`config.mk`:
```
export PLATFORM = sky130hd
export DESIGN_NAME = sparse_block_encoder
export DESIGN_NICKNAME = d
export VERILOG_FILES = /design/src/rtl/sparse_block_encoder.sv
export SDC_FILE = /design/constraint.sdc
export NUM_CORES = 1
export LEC_CHECK = 0
export ABC_AREA = 1
export BUFFER_PORTS_ARGS = -buffer_cell sky130_fd_sc_hd__buf_4
export CAP_MARGIN = 20
export CORE_UTILIZATION = 45
export DETAILED_ROUTE_END_ITERATION = 10
export PLACE_DENSITY = 0.71
export SLEW_MARGIN = 5
export SYNTH_ARGS = -nofsm -noshare
export SYNTH_HDL_FRONTEND = slang
export SYNTH_SLANG_ARGS = --single-unit
```
`constraint.sdc`:
```
create_clock -name clock -period 34.9 [get_ports clock]
set_input_delay 5.235 -clock clock [delete_from_list [all_inputs] [get_ports clock]]
set_output_delay 5.235 -clock clock [all_outputs]
set_load 0.05 [all_outputs]
```
`src/rtl/sparse_block_encoder.sv`:
```
// Bitmask-compressed block encoder: one bitmask beat, then non-zero elements packed NUM_OUTPUT per beat.
// Optional statistics counters are enabled by defining SPARSE_ENCODER_STATS_EN.
module sparse_block_encoder #(
    parameter int BLOCK_LENGTH   = 16,
    parameter int ELEMENT_WIDTH  = 8,
    parameter int NUM_OUTPUT     = 2,
    parameter int INDEX_BITWIDTH = 5,
    parameter int COUNT_BITWIDTH = 2
) (
    input  logic                                clock,
    input  logic                                reset,
    input  logic                                ivalid,
    output logic                                oready,
    input  logic [ELEMENT_WIDTH*BLOCK_LENGTH-1:0] denseBlock,
    output logic                                ovalid,
    input  logic                                iready,
    output logic                                outIsBitmask,
    output logic                                outLast,
    output logic [BLOCK_LENGTH-1:0]             outBitmask,
    output logic [ELEMENT_WIDTH*NUM_OUTPUT-1:0] outData,
    output logic [COUNT_BITWIDTH-1:0]           outNumValid
`ifdef SPARSE_ENCODER_STATS_EN
    ,
    output logic [31:0]                         statNumBlocks,
    output logic [31:0]                         statNumNonZero
`endif
);

    localparam logic [1:0] S_IDLE = 2'd0;
    localparam logic [1:0] S_MASK = 2'd1;
    localparam logic [1:0] S_DATA = 2'd2;

    logic [1:0]                              r_state;
    logic [ELEMENT_WIDTH*BLOCK_LENGTH-1:0]   r_block;
    logic [BLOCK_LENGTH-1:0]                 r_mask;
    logic [INDEX_BITWIDTH-1:0]               r_cursor;

    logic [BLOCK_LENGTH-1:0]                 w_mask_in;
    logic [ELEMENT_WIDTH*NUM_OUTPUT-1:0]     w_sel_data;
    logic [COUNT_BITWIDTH-1:0]               w_sel_cnt;
    logic [INDEX_BITWIDTH-1:0]               w_next_cursor;
    logic                                    w_more;
    logic                                    w_data_last;

    always_comb begin
        w_mask_in = '0;
        for (int unsigned i = 0; i < BLOCK_LENGTH; i++) begin
            w_mask_in[i] = |denseBlock[i*ELEMENT_WIDTH +: ELEMENT_WIDTH];
        end
    end

    // Any set bit still found after the slots are full means another beat follows.
    always_comb begin
        int unsigned v_cnt;
        int unsigned v_last;
        w_sel_data = '0;
        w_more     = 1'b0;
        v_cnt      = 0;
        v_last     = 0;
        for (int unsigned i = 0; i < BLOCK_LENGTH; i++) begin
            if (r_mask[i] && (i >= 32'(r_cursor))) begin
                if (v_cnt < NUM_OUTPUT) begin
                    w_sel_data[v_cnt*ELEMENT_WIDTH +: ELEMENT_WIDTH] = r_block[i*ELEMENT_WIDTH +: ELEMENT_WIDTH];
                    v_cnt  = v_cnt + 1;
                    v_last = i;
                end else begin
                    w_more = 1'b1;
                end
            end
        end
        w_sel_cnt     = COUNT_BITWIDTH'(v_cnt);
        w_next_cursor = INDEX_BITWIDTH'(v_last + 32'd1);
    end

    assign w_data_last = !w_more;

    always_comb begin
        oready       = (r_state == S_IDLE) && !reset;
        ovalid       = (r_state == S_MASK) || (r_state == S_DATA);
        outIsBitmask = (r_state == S_MASK);
        outBitmask   = '0;
        outData      = '0;
        outNumValid  = '0;
        outLast      = 1'b0;
        if (r_state == S_MASK) begin
            outBitmask = r_mask;
            outLast    = (r_mask == '0);
        end else if (r_state == S_DATA) begin
            outData     = w_sel_data;
            outNumValid = w_sel_cnt;
            outLast     = w_data_last;
        end
    end

    always_ff @(posedge clock) begin
        if (reset) begin
            r_state  <= S_IDLE;
            r_block  <= '0;
            r_mask   <= '0;
            r_cursor <= '0;
        end else begin
            case (r_state)
                S_IDLE: begin
                    if (ivalid) begin
                        r_block  <= denseBlock;
                        r_mask   <= w_mask_in;
                        r_cursor <= '0;
                        r_state  <= S_MASK;
                    end
                end
                S_MASK: begin
                    if (iready) begin
                        r_state <= (r_mask == '0) ? S_IDLE : S_DATA;
                    end
                end
                S_DATA: begin
                    if (iready) begin
                        if (w_data_last) begin
                            r_state <= S_IDLE;
                        end else begin
                            r_cursor <= w_next_cursor;
                        end
                    end
                end
                default: r_state <= S_IDLE;
            endcase
        end
    end

`ifdef SPARSE_ENCODER_STATS_EN
    logic [31:0] r_stat_blocks;
    logic [31:0] r_stat_nnz;
    logic [31:0] w_popcnt;

    always_comb begin
        w_popcnt = '0;
        for (int unsigned i = 0; i < BLOCK_LENGTH; i++) begin
            w_popcnt = w_popcnt + 32'(w_mask_in[i]);
        end
    end

    always_ff @(posedge clock) begin
        if (reset) begin
            r_stat_blocks <= '0;
            r_stat_nnz    <= '0;
        end else if ((r_state == S_IDLE) && ivalid) begin
            r_stat_blocks <= r_stat_blocks + 32'd1;
            r_stat_nnz    <= r_stat_nnz + w_popcnt;
        end
    end

    assign statNumBlocks  = r_stat_blocks;
    assign statNumNonZero = r_stat_nnz;
`endif

endmodule

```
==> run summary <==
The run finished with clean final reports. The number of core rows is 58. Dividing the detail-routed wire length by the instance count gives 16.3 µm.

The tool flagged a number of max-cap violations equal to 0. For this block, the initial DRC count from the detailed router was 979. Between clock sinks in the finished design, the worst skew comes to 0.0106 ns. In this run the tightest slew margin relative to its limit is 23.2%.

For the total overflow reported by the global router, the log shows 0. At the end of the flow, the number of nets in the layout was 2187. Of the total synthesized cell area, the portion taken by full adders, half adders and majority gates is 4.68%. Dominant combinational cell family by area after synthesis: simple AND/OR/NAND/NOR gates. The logs give 4 for the number of levels the H-tree was split into and 0 for the antenna diode instance count. The most area-hungry cell type in the Yosys netlist is dfxtp_1.

Warning count from the yosys run: 0. The die covers 0.0262 mm². Across all hold checks on the routed design, the worst slack comes to 0.458 ns.

For this run, asynchronously set or reset flops after synthesis account for 0%. The clock net in this run drives a total of 151 sinks. The run gives 0 as the hold buffer count at cts. TritonCTS built the clock tree. Counting flops with a built-in enable in the synthesized netlist gives 0. In the routed layout, each cell is associated on average with a via count of 5.52.

For the buffer levels on the longest clock path, the log shows 2. Leaving out fill and tap cells, the most frequent cell in the layout is nand2_1. The critical path contains buffers and inverters numbering 17 combined. The wire length of the first global-routing pass is 61500 µm, and the count of final max-slew check failures is 0. The die is 162 µm wide. Of the cells placed in the final design, the portion with a size suffix greater than 1 is 15.4%. With fillers left out, the area of the finished cells amounts to 0.0136 mm².

The area of the placeable core was 0.0251 mm²; the number of gates given a new drive strength after cts was 0. The congestion estimate from routability-driven global placement came to 0.970. The total negative setup slack came out at 0 ns. Multiplexer area fraction after synthesis: 0.0871%. By area the synthesized netlist is led by dfxtp_1, nand2_1, o21ai_0, nor2_1, inv_1. The worst setup path is of the flop to primary output kind. The half-perimeter wire length of the detailed placement result is 30100 µm, and the transition time of the tightest slew-check pin is 1.15 ns. The synthesized netlist devotes 0.283% of its cell area to XOR and XNOR gates. Of the available clock period, the critical path in the final layout requires 52.7%. The number of search-and-repair iterations in the first detailed-routing pass was 5.

In the layout the commonest cells are nand2_1, nor2_1, o21ai_0. Summing the areas of all and, or, nand and nor instances in the mapped netlist gives 35.1% of the synthesized area. The post-synthesis cell count was 1872; the growth of design area from synthesis to finish was 17.9%. After detailed routing, the number of remaining DRC violations is 0.

The class of the most critical hold timing path is flop to flop. Counting I/O delays and the setup requirement, the final critical path takes 18.40 ns. The synthesized netlist devotes 22.8% of its cell area to compound gates. The category of the worst setup path launch point is a flop. The fraction of the yosys area taken by sequential cells is 26.3%, and the count of final hold-check violations is 0. Main flop type after synthesis: dfxtp_1.

The number of I/O pins was 170; the post-placement cell area was 0.0130 mm². The per-instance average area after synthesis came out at 6.14 µm². The pin count of the biggest net entering global routing is 90, and the count of final setup violators is 0. The cell type of the slowest stage on the worst timing path was nor3_1. The overall die height is 162 µm, and the total number of vias is 13005.

The top cell type's share of synthesized area works out to 26.3%. In this design, the stage delay of the slowest critical-path cell is 0.58 ns. Cell class contributing the biggest share of worst-path delay: simple AND/OR/NAND/NOR gates. The logs give 29.66 ns for the endpoint required time on the critical path and 0 for the number of buffers inserted by post-CTS setup repair. Clock-pin slew was measured on the worst setup and hold paths at 0.07 ns.

Global routing used 29.4% of the available tracks across all layers. Clock insertion delay at the later pin of the skew report: 0.44 ns. Library cell used as clock root buffer: clkbuf_16. The initial antenna violation count was 0. STA classifies the critical path endpoint as a primary output. The tools report the mapped cell area as 0.0115 mm². TritonCTS created 17 clock buffers. The initial utilization of the core area, before any placement, comes to 45.8%.

The post-detailed-routing wire length is 38400 µm, and the register bit count reported by yosys is 151. The remaining number of nets flagged by the antenna check after routing was 0; the peak fanout along the critical path was 21. Buffers placed on the I/O ports in this run total 169. Setup repair after global routing left no endpoint under its margin. The highest clock rate is 54.3 MHz. Yosys mapped the design onto 57 distinct sky130hd cell types. The logs give 12077 for the via count of the first global-routing pass and 13.17 ns for the data arrival time at the worst-slack endpoint.
[layout make-up]
| type | instances | area [µm²] |
|---|---|---|
| clock buffer | 17 | 425 |
| inverter | 263 | 991 |
| sequential | 151 | 3020 |
| clock inverter | 14 | 119 |
| multi-input combinational | 1406 | 7290 |
| tap | 330 | 413 |
| fill | 2649 | 11500 |
| timing repair buffer | 173 | 1300 |
[cells in the mapped netlist, types with 6 or more instances]
master / n
o211ai_1: 22
nor4_1: 35
nor2_2: 10
inv_2: 26
nand3_1: 116
clkinv_1: 9
nand2_2: 26
a31oi_1: 21
nand4_1: 29
nor2_1: 243
a211oi_1: 6
o21ai_0: 241
nand2_1: 365
o21ai_1: 17
nor2_4: 6
a21oi_1: 105
dfxtp_1: 151
ha_1: 43
nand2_4: 6
nor3_1: 29
inv_1: 226
clkbuf_1: 58
o22ai_1: 8
[routing by layer]
layer	track usage, %	up-vias	share of wire (%)
met5	0	-	0
met4	9.26	0	2.5
met3	3.70	59	5.2
met2	46.8	403	46
met1	41.0	6001	47
li1	-	6542	-
[metrics by stage]
stage | util [%] | setup slack [ns] | instances
CTS | 54.0 | 16.61 | 2354
global placement | 51.8 | 17.66 | 2323
finish | 54.0 | 16.50 | 2354
global route | 54.0 | 15.36 | 2354
floorplan | - | 17.90 | 1883
detailed placement | 51.8 | 17.10 | 2323
[logic make-up (layout without fill, tap and decap cells)]
| logic type | after synthesis | in the layout |
|---|---|---|
| adder cells (fa/ha/maj) | 43 | 43 |
| other | 2 | 13 |
| multiplexers | 1 | 1 |
| XOR/XNOR | 2 | 2 |
| flip-flops | 151 | 151 |
| AO/OA/AOI/OAI | 456 | 456 |
| AND/OR/NAND/NOR | 891 | 891 |
| buffers and inverters | 326 | 467 |
[tightest hold or removal path: stages, from the launching register on]
cell	delay, ns
dfxtp_1	0.30
inv_1	0.06
a21oi_1	0.06
[worst paths after layout]
check                 endpoint  slack, ns  cells past startpoint          from
setup / recovery   outData[10]      16.50                     73   r_cursor[4]
hold / removal    r_block[113]       0.46                      2  r_block[113]
setup reg to reg   r_cursor[2]      22.67                     69   r_cursor[4]
hold reg to reg   r_block[113]       0.46                      2  r_block[113]
[sequential cells by signal, summed over array words and instances, names as in the netlist]
| signal | flops |
|---|---|
| r_state | 2 |
| r_cursor | 5 |
| r_block | 128 |
| r_mask | 16 |
Power is left out: the tool's default activity adds up to more than one toggle a clock period on the data nets, which glitch-free logic cannot reach.
